===== src/rtl/elevator_if.sv =====
// Request/status bundle between the request latches and the car-motion controller.
interface elevator_if;
  logic [3:0] request_seq;
  logic [1:0] current_floor;
  logic       opnd;
  logic [3:0] served;
  logic       moving;
  logic       dir_up;

  // Request latches: drive pending requests, observe car status.
  modport master (
    output request_seq,
    input  current_floor, opnd, served, moving, dir_up
  );

  // Controller: consume pending requests, drive car status.
  modport slave (
    input  request_seq,
    output current_floor, opnd, served, moving, dir_up
  );
endinterface


===== src/rtl/elevator_ctrl.sv =====
// Four-floor car-motion controller: moves the car floor by floor toward pending
// requests and holds the door open for a fixed time at each requested floor.
module elevator_ctrl #(
  parameter int unsigned FLOOR_TICKS = 8,
  parameter int unsigned DOOR_TICKS  = 6
) (
  input logic       clk,
  input logic       rst,
  elevator_if.slave bus
);

  localparam int unsigned NFLOORS = 4;
  localparam int unsigned FW      = 2;
  localparam int unsigned TW      = $clog2(FLOOR_TICKS);
  localparam int unsigned DW      = $clog2(DOOR_TICKS + 1);

  typedef enum logic [1:0] {IDLE, MOVE, DOOR} state_t;

  state_t             state;
  logic [FW-1:0]      cur_floor;
  logic               opnd;
  logic [NFLOORS-1:0] served;
  logic               moving;
  logic               dir_up;
  logic [TW-1:0]      trav_cnt;
  logic [DW-1:0]      door_cnt;

  logic               above;
  logic               below;
  logic               here;
  logic               ahead;
  logic [FW-1:0]      nf;

  // Request position relative to the car, and beyond the next floor in travel direction.
  always_comb begin
    above = 1'b0;
    below = 1'b0;
    ahead = 1'b0;
    here  = bus.request_seq[cur_floor];
    nf    = dir_up ? cur_floor + FW'(1) : cur_floor - FW'(1);
    for (int i = 0; i < int'(NFLOORS); i++) begin
      if (bus.request_seq[i] && (FW'(i) > cur_floor)) above = 1'b1;
      if (bus.request_seq[i] && (FW'(i) < cur_floor)) below = 1'b1;
      if (bus.request_seq[i] && (dir_up ? (FW'(i) > nf) : (FW'(i) < nf))) ahead = 1'b1;
    end
  end

  // Controller state machine with registered outputs.
  always_ff @(posedge clk) begin
    if (rst) begin
      state     <= IDLE;
      cur_floor <= '0;
      opnd      <= 1'b0;
      served    <= '0;
      moving    <= 1'b0;
      dir_up    <= 1'b1;
      trav_cnt  <= '0;
      door_cnt  <= '0;
    end else begin
      case (state)
        IDLE: begin
          if (here) begin
            state    <= DOOR;
            opnd     <= 1'b1;
            served   <= NFLOORS'(1) << cur_floor;
            door_cnt <= '0;
          end else if (above && (dir_up || !below)) begin
            state    <= MOVE;
            moving   <= 1'b1;
            dir_up   <= 1'b1;
            trav_cnt <= '0;
          end else if (below) begin
            state    <= MOVE;
            moving   <= 1'b1;
            dir_up   <= 1'b0;
            trav_cnt <= '0;
          end
        end
        MOVE: begin
          if (trav_cnt == TW'(FLOOR_TICKS - 1)) begin
            cur_floor <= nf;
            trav_cnt  <= '0;
            if (bus.request_seq[nf]) begin
              state    <= DOOR;
              moving   <= 1'b0;
              opnd     <= 1'b1;
              served   <= NFLOORS'(1) << nf;
              door_cnt <= '0;
            end else if (!ahead) begin
              state  <= IDLE;
              moving <= 1'b0;
            end
          end else begin
            trav_cnt <= trav_cnt + TW'(1);
          end
        end
        DOOR: begin
          if (door_cnt == DW'(DOOR_TICKS - 1)) begin
            state    <= IDLE;
            opnd     <= 1'b0;
            served   <= '0;
            door_cnt <= '0;
          end else begin
            door_cnt <= door_cnt + DW'(1);
          end
        end
        default: begin
          state  <= IDLE;
          opnd   <= 1'b0;
          served <= '0;
          moving <= 1'b0;
        end
      endcase
    end
  end

  assign bus.current_floor = cur_floor;
  assign bus.opnd          = opnd;
  assign bus.served        = served;
  assign bus.moving        = moving;
  assign bus.dir_up        = dir_up;

endmodule

===== src/flat_wrapper.sv =====
// flat-port wrapper written by rule: the top's interface ports become plain ports
module elevator_ctrl_flat 
#(
  parameter int unsigned FLOOR_TICKS = 8,
  parameter int unsigned DOOR_TICKS  = 6
)
  (clk, rst, bus_request_seq, bus_current_floor, bus_opnd, bus_served, bus_moving, bus_dir_up);
  elevator_if bus_i ();
  input logic clk;
  input logic rst;
  input wire logic [$bits(bus_i.request_seq)-1:0] bus_request_seq;
  output wire logic [$bits(bus_i.current_floor)-1:0] bus_current_floor;
  output wire logic [$bits(bus_i.opnd)-1:0] bus_opnd;
  output wire logic [$bits(bus_i.served)-1:0] bus_served;
  output wire logic [$bits(bus_i.moving)-1:0] bus_moving;
  output wire logic [$bits(bus_i.dir_up)-1:0] bus_dir_up;
  assign bus_i.request_seq = bus_request_seq;
  assign bus_current_floor = bus_i.current_floor;
  assign bus_opnd = bus_i.opnd;
  assign bus_served = bus_i.served;
  assign bus_moving = bus_i.moving;
  assign bus_dir_up = bus_i.dir_up;
  elevator_ctrl #(.FLOOR_TICKS(FLOOR_TICKS), .DOOR_TICKS(DOOR_TICKS)) u_core (.clk(clk), .rst(rst), .bus(bus_i));
endmodule

===== config.mk =====
export PLATFORM = sky130hd
export DESIGN_NAME = elevator_ctrl_flat
export DESIGN_NICKNAME = d
export VERILOG_FILES = /design/src/rtl/elevator_if.sv /design/src/rtl/elevator_ctrl.sv /design/src/flat_wrapper.sv
export SDC_FILE = /design/constraint.sdc
export NUM_CORES = 1
export LEC_CHECK = 0
export CORE_UTILIZATION = 50
export DETAILED_ROUTE_END_ITERATION = 6
export PLACE_DENSITY = 0.83
export SETUP_SLACK_MARGIN = 0.3
export SLEW_MARGIN = 25
export SYNTH_ARGS = -nofsm -noshare
export SYNTH_HDL_FRONTEND = slang
export SYNTH_SLANG_ARGS = --single-unit

===== constraint.sdc =====
create_clock -name clk -period 6.2 [get_ports clk]
set_input_delay 1.24 -clock clk [delete_from_list [all_inputs] [get_ports clk]]
set_output_delay 1.24 -clock clk [all_outputs]
set_load 0.03 [all_outputs]

==> results.toml <==
[outcome]
outcome = "complete, no violations"

[grt]
grt_overflow_total = 0
grt_pass1_wl_um = 3570
antenna_found_initial = 0
grt_usage_pct = 22.5
grt_pass1_vias = 821
grt_start_max_net_pins = 14

[final_layout]
layout-area-overhead-vs-synth_pct = 16.4
diodes = 0
final_common_cell = "dfxtp_1"
nFillCells = 156
fin_cells = 151
drive_gt1_share_pct = 10.5
final_cell_mix = "17 x dfxtp_1, 14 x clkdlybuf4s50_1, 8 x ha_1"
fin_nets = 139

[drt]
vias_per_cell = 6.22
wl_per_cell_um = 14.6
wirelength_um = 2210
num_vias = 939
drcViolationCount = 0
final_antenna_net_count = 0
drt_first_iter_violations = 25
drt-pass1-iter-count = 4

[worst_hold_path]
holdPathStages = 1
hold_end = "u_core.bus.opnd$_SDFFE_PP0P_"
hold_path_class = "reg2reg"
min_from = "u_core.bus.opnd$_SDFFE_PP0P_"

[synthesis]
yosysUniqueCellTypes = 40
syn_area_um2 = 1060
synth_seq_cells = 17
synthArstFlopShare_pct = 0
ys.flop_type = "dfxtp_1"
ys_warn_count = 0
seq_area_frac_synth_pct = 32.2
syn_area_per_cell_um2 = 9.51
netlist_instances = 111
synth_fp_nets = 125
synth-edff-count = 0

[clock_tree]
tritoncts = "built"
postCtsSetupRepairBufs = 0
cts_max_level = 1
ctsHoldBuffers = 0
clkTransAtPathRegs_ns = 0.10
clk_latency_ns = 0.29
cts.sinks = 17
clockBufferDepth = 2
cts_inserted_buffers = 3
cts_root_buffer = "clkbuf_4"
post_cts_resized = 0

[floorplanning]
row_count = 16
initial_core_util_pct = 53.3
die_w_um = 48.0
ios = 15
dieArea_um2 = 2300
coreArea_um2 = 1980
die_h_um = 48.0

[sta]
fin_skew_ns = 0.00977
max_slew_margin_pct = 68.4
fin_crit_ns = 2.90
maxSlewViolCount = 0
setup_viol = 0
setup-tns-final_ns = 0
rsz0062_at_grt = "false"
worstMarginPinSlew_ns = 0.472
min_period_over_period_pct = 46.8
hold_viol_final = 0
timing.fmax_mhz = 345

[setup_path]
crit_family = "buffers and inverters"
arrival_ns = 1.66
worstSetupPathType = "reg2out"
cp-end-kind = "output port"
critical_path.startpoint = "u_core.bus.current_floor[0]$_SDFFE_PP0P_"
ff2ff_setup_slack_ns = 3.45
worstPathBufferInverterCount = 1
path_cells = "clkdlybuf4s50_1"
crit_slowest_cell = "clkdlybuf4s50_1"
max_stage_delay_ns = 0.76
worstPathMaxFanout = 11
cp.required_ns = 4.96
worstReg2RegEnd = "u_core.state[0]$_SDFFE_PP0P_"
startpoint_type = "register"
reg2reg_depth = 7
r2r-start = "u_core.bus.current_floor[0]$_SDFFE_PP0P_"

[pwr]
max-vdd-ir-drop_mv = 0.130
power_per_cell_area_nw_per_um2 = 188
power.leakage_nw = 0.489

[placed_design]
dp.cells = 147
hpwl_um = 1680
place.gp.congestion = 0.927
numPortBuffers = 14

[flow_run]
maxCapViolations = 0
cells in the mapped netlist, types with 2 or more instances:
cell type | count | area (um2)
a221oi_1 | 3 | 26.3
o21ai_0 | 3 | 15.0
nand2_1 | 6 | 22.5
clkbuf_1 | 3 | 11.3
mux2i_1 | 4 | 40.0
mux4_2 | 2 | 45.0
a21oi_1 | 6 | 30.0
xnor2_1 | 4 | 35.0
a21o_1 | 2 | 15.0
inv_1 | 7 | 26.3
nor2b_1 | 2 | 12.5
a32o_1 | 6 | 60.1
nor3_1 | 5 | 25.0
nand2b_1 | 2 | 12.5
nor2_1 | 7 | 26.3
nand3_1 | 2 | 10.0
ha_1 | 8 | 100
dfxtp_1 | 17 | 340
through the flow:
step                setup WS [ns]  total power, mW  utilization (%)  hold WS [ns]  instance area [um2]
finish                       3.30            0.231             62.0         0.465                 1230
global route                 3.23            0.242             62.0         0.501                 1230
CTS                          3.27            0.232             62.0         0.472                 1230
detailed placement           3.02            0.175             60.7         0.445                 1200
global placement             3.09            0.173             60.7         0.441                 1200
floorplan                    3.66            0.158                -         0.473                 1060
layout make-up:
| cell class | instances | area [um2] | area share (%) |
|---|---|---|---|
| clock buffers | 4 | 26.3 | 2.14 |
| inverters | 8 | 30.0 | 2.44 |
| multi-input cells | 81 | 658 | 53.6 |
| flip-flops and latches | 17 | 340 | 27.7 |
| well taps | 27 | 33.8 | 2.75 |
| repair buffers | 14 | 140 | 11.4 |
where the power goes:
part / switching, mW / leakage, nW / internal, mW
Combinational: 0.0264 / 0.335 / 0.0221
Clock: 0.0334 / 0.0150 / 0.0250
Sequential: 0.00820 / 0.139 / 0.116
Total: 0.0681 / 0.489 / 0.163
flip-flops by register name (all words and copies together), names as in the netlist:
| signal | count |
|---|---|
| u_core.trav_cnt | 3 |
| u_core.bus.served | 4 |
| u_core.bus.moving | 1 |
| u_core.bus.current_floor | 2 |
| u_core.bus.dir_up | 1 |
| u_core.state | 2 |
| u_core.bus.opnd | 1 |
| u_core.door_cnt | 3 |
logic make-up (layout without fill, tap and decap cells):
kind of cell / after synthesis / in the layout / share of synthesized area (%)
compound gates: 32 / 32 / 25.6
xor+xnor: 4 / 4 / 3.32
fa+ha+maj: 8 / 8 / 9.48
buf+inv: 13 / 26 / 5.45
flops: 17 / 17 / 32.2
mux: 7 / 7 / 9.12
simple gates: 30 / 30 / 14.8
per-layer routing:
layer / GRT usage [%] / up-vias / wire length, um
met5: 0 / - / 0
met4: 10.6 / 0 / 54
met3: 3.77 / 7 / 107
met2: 38.9 / 32 / 1060
met1: 26.9 / 452 / 986
li1: - / 448 / -
worst max-delay path by stage:
stage | cells past startpoint | slack, ns | endpoint
4_1_cts | 1 | 3.27 | bus_current_floor[0]
3_5_place_dp | 6 | 3.02 | u_core.door_cnt[1]$_SDFFE_PP0P_
6_report | 1 | 3.30 | bus_current_floor[0]
2_1_floorplan | 5 | 3.66 | u_core.door_cnt[1]$_SDFFE_PP0P_
5_1_grt | 1 | 3.23 | bus_current_floor[0]
3_3_place_gp | 6 | 3.09 | u_core.door_cnt[1]$_SDFFE_PP0P_
(Power assumes the default switching activity.)
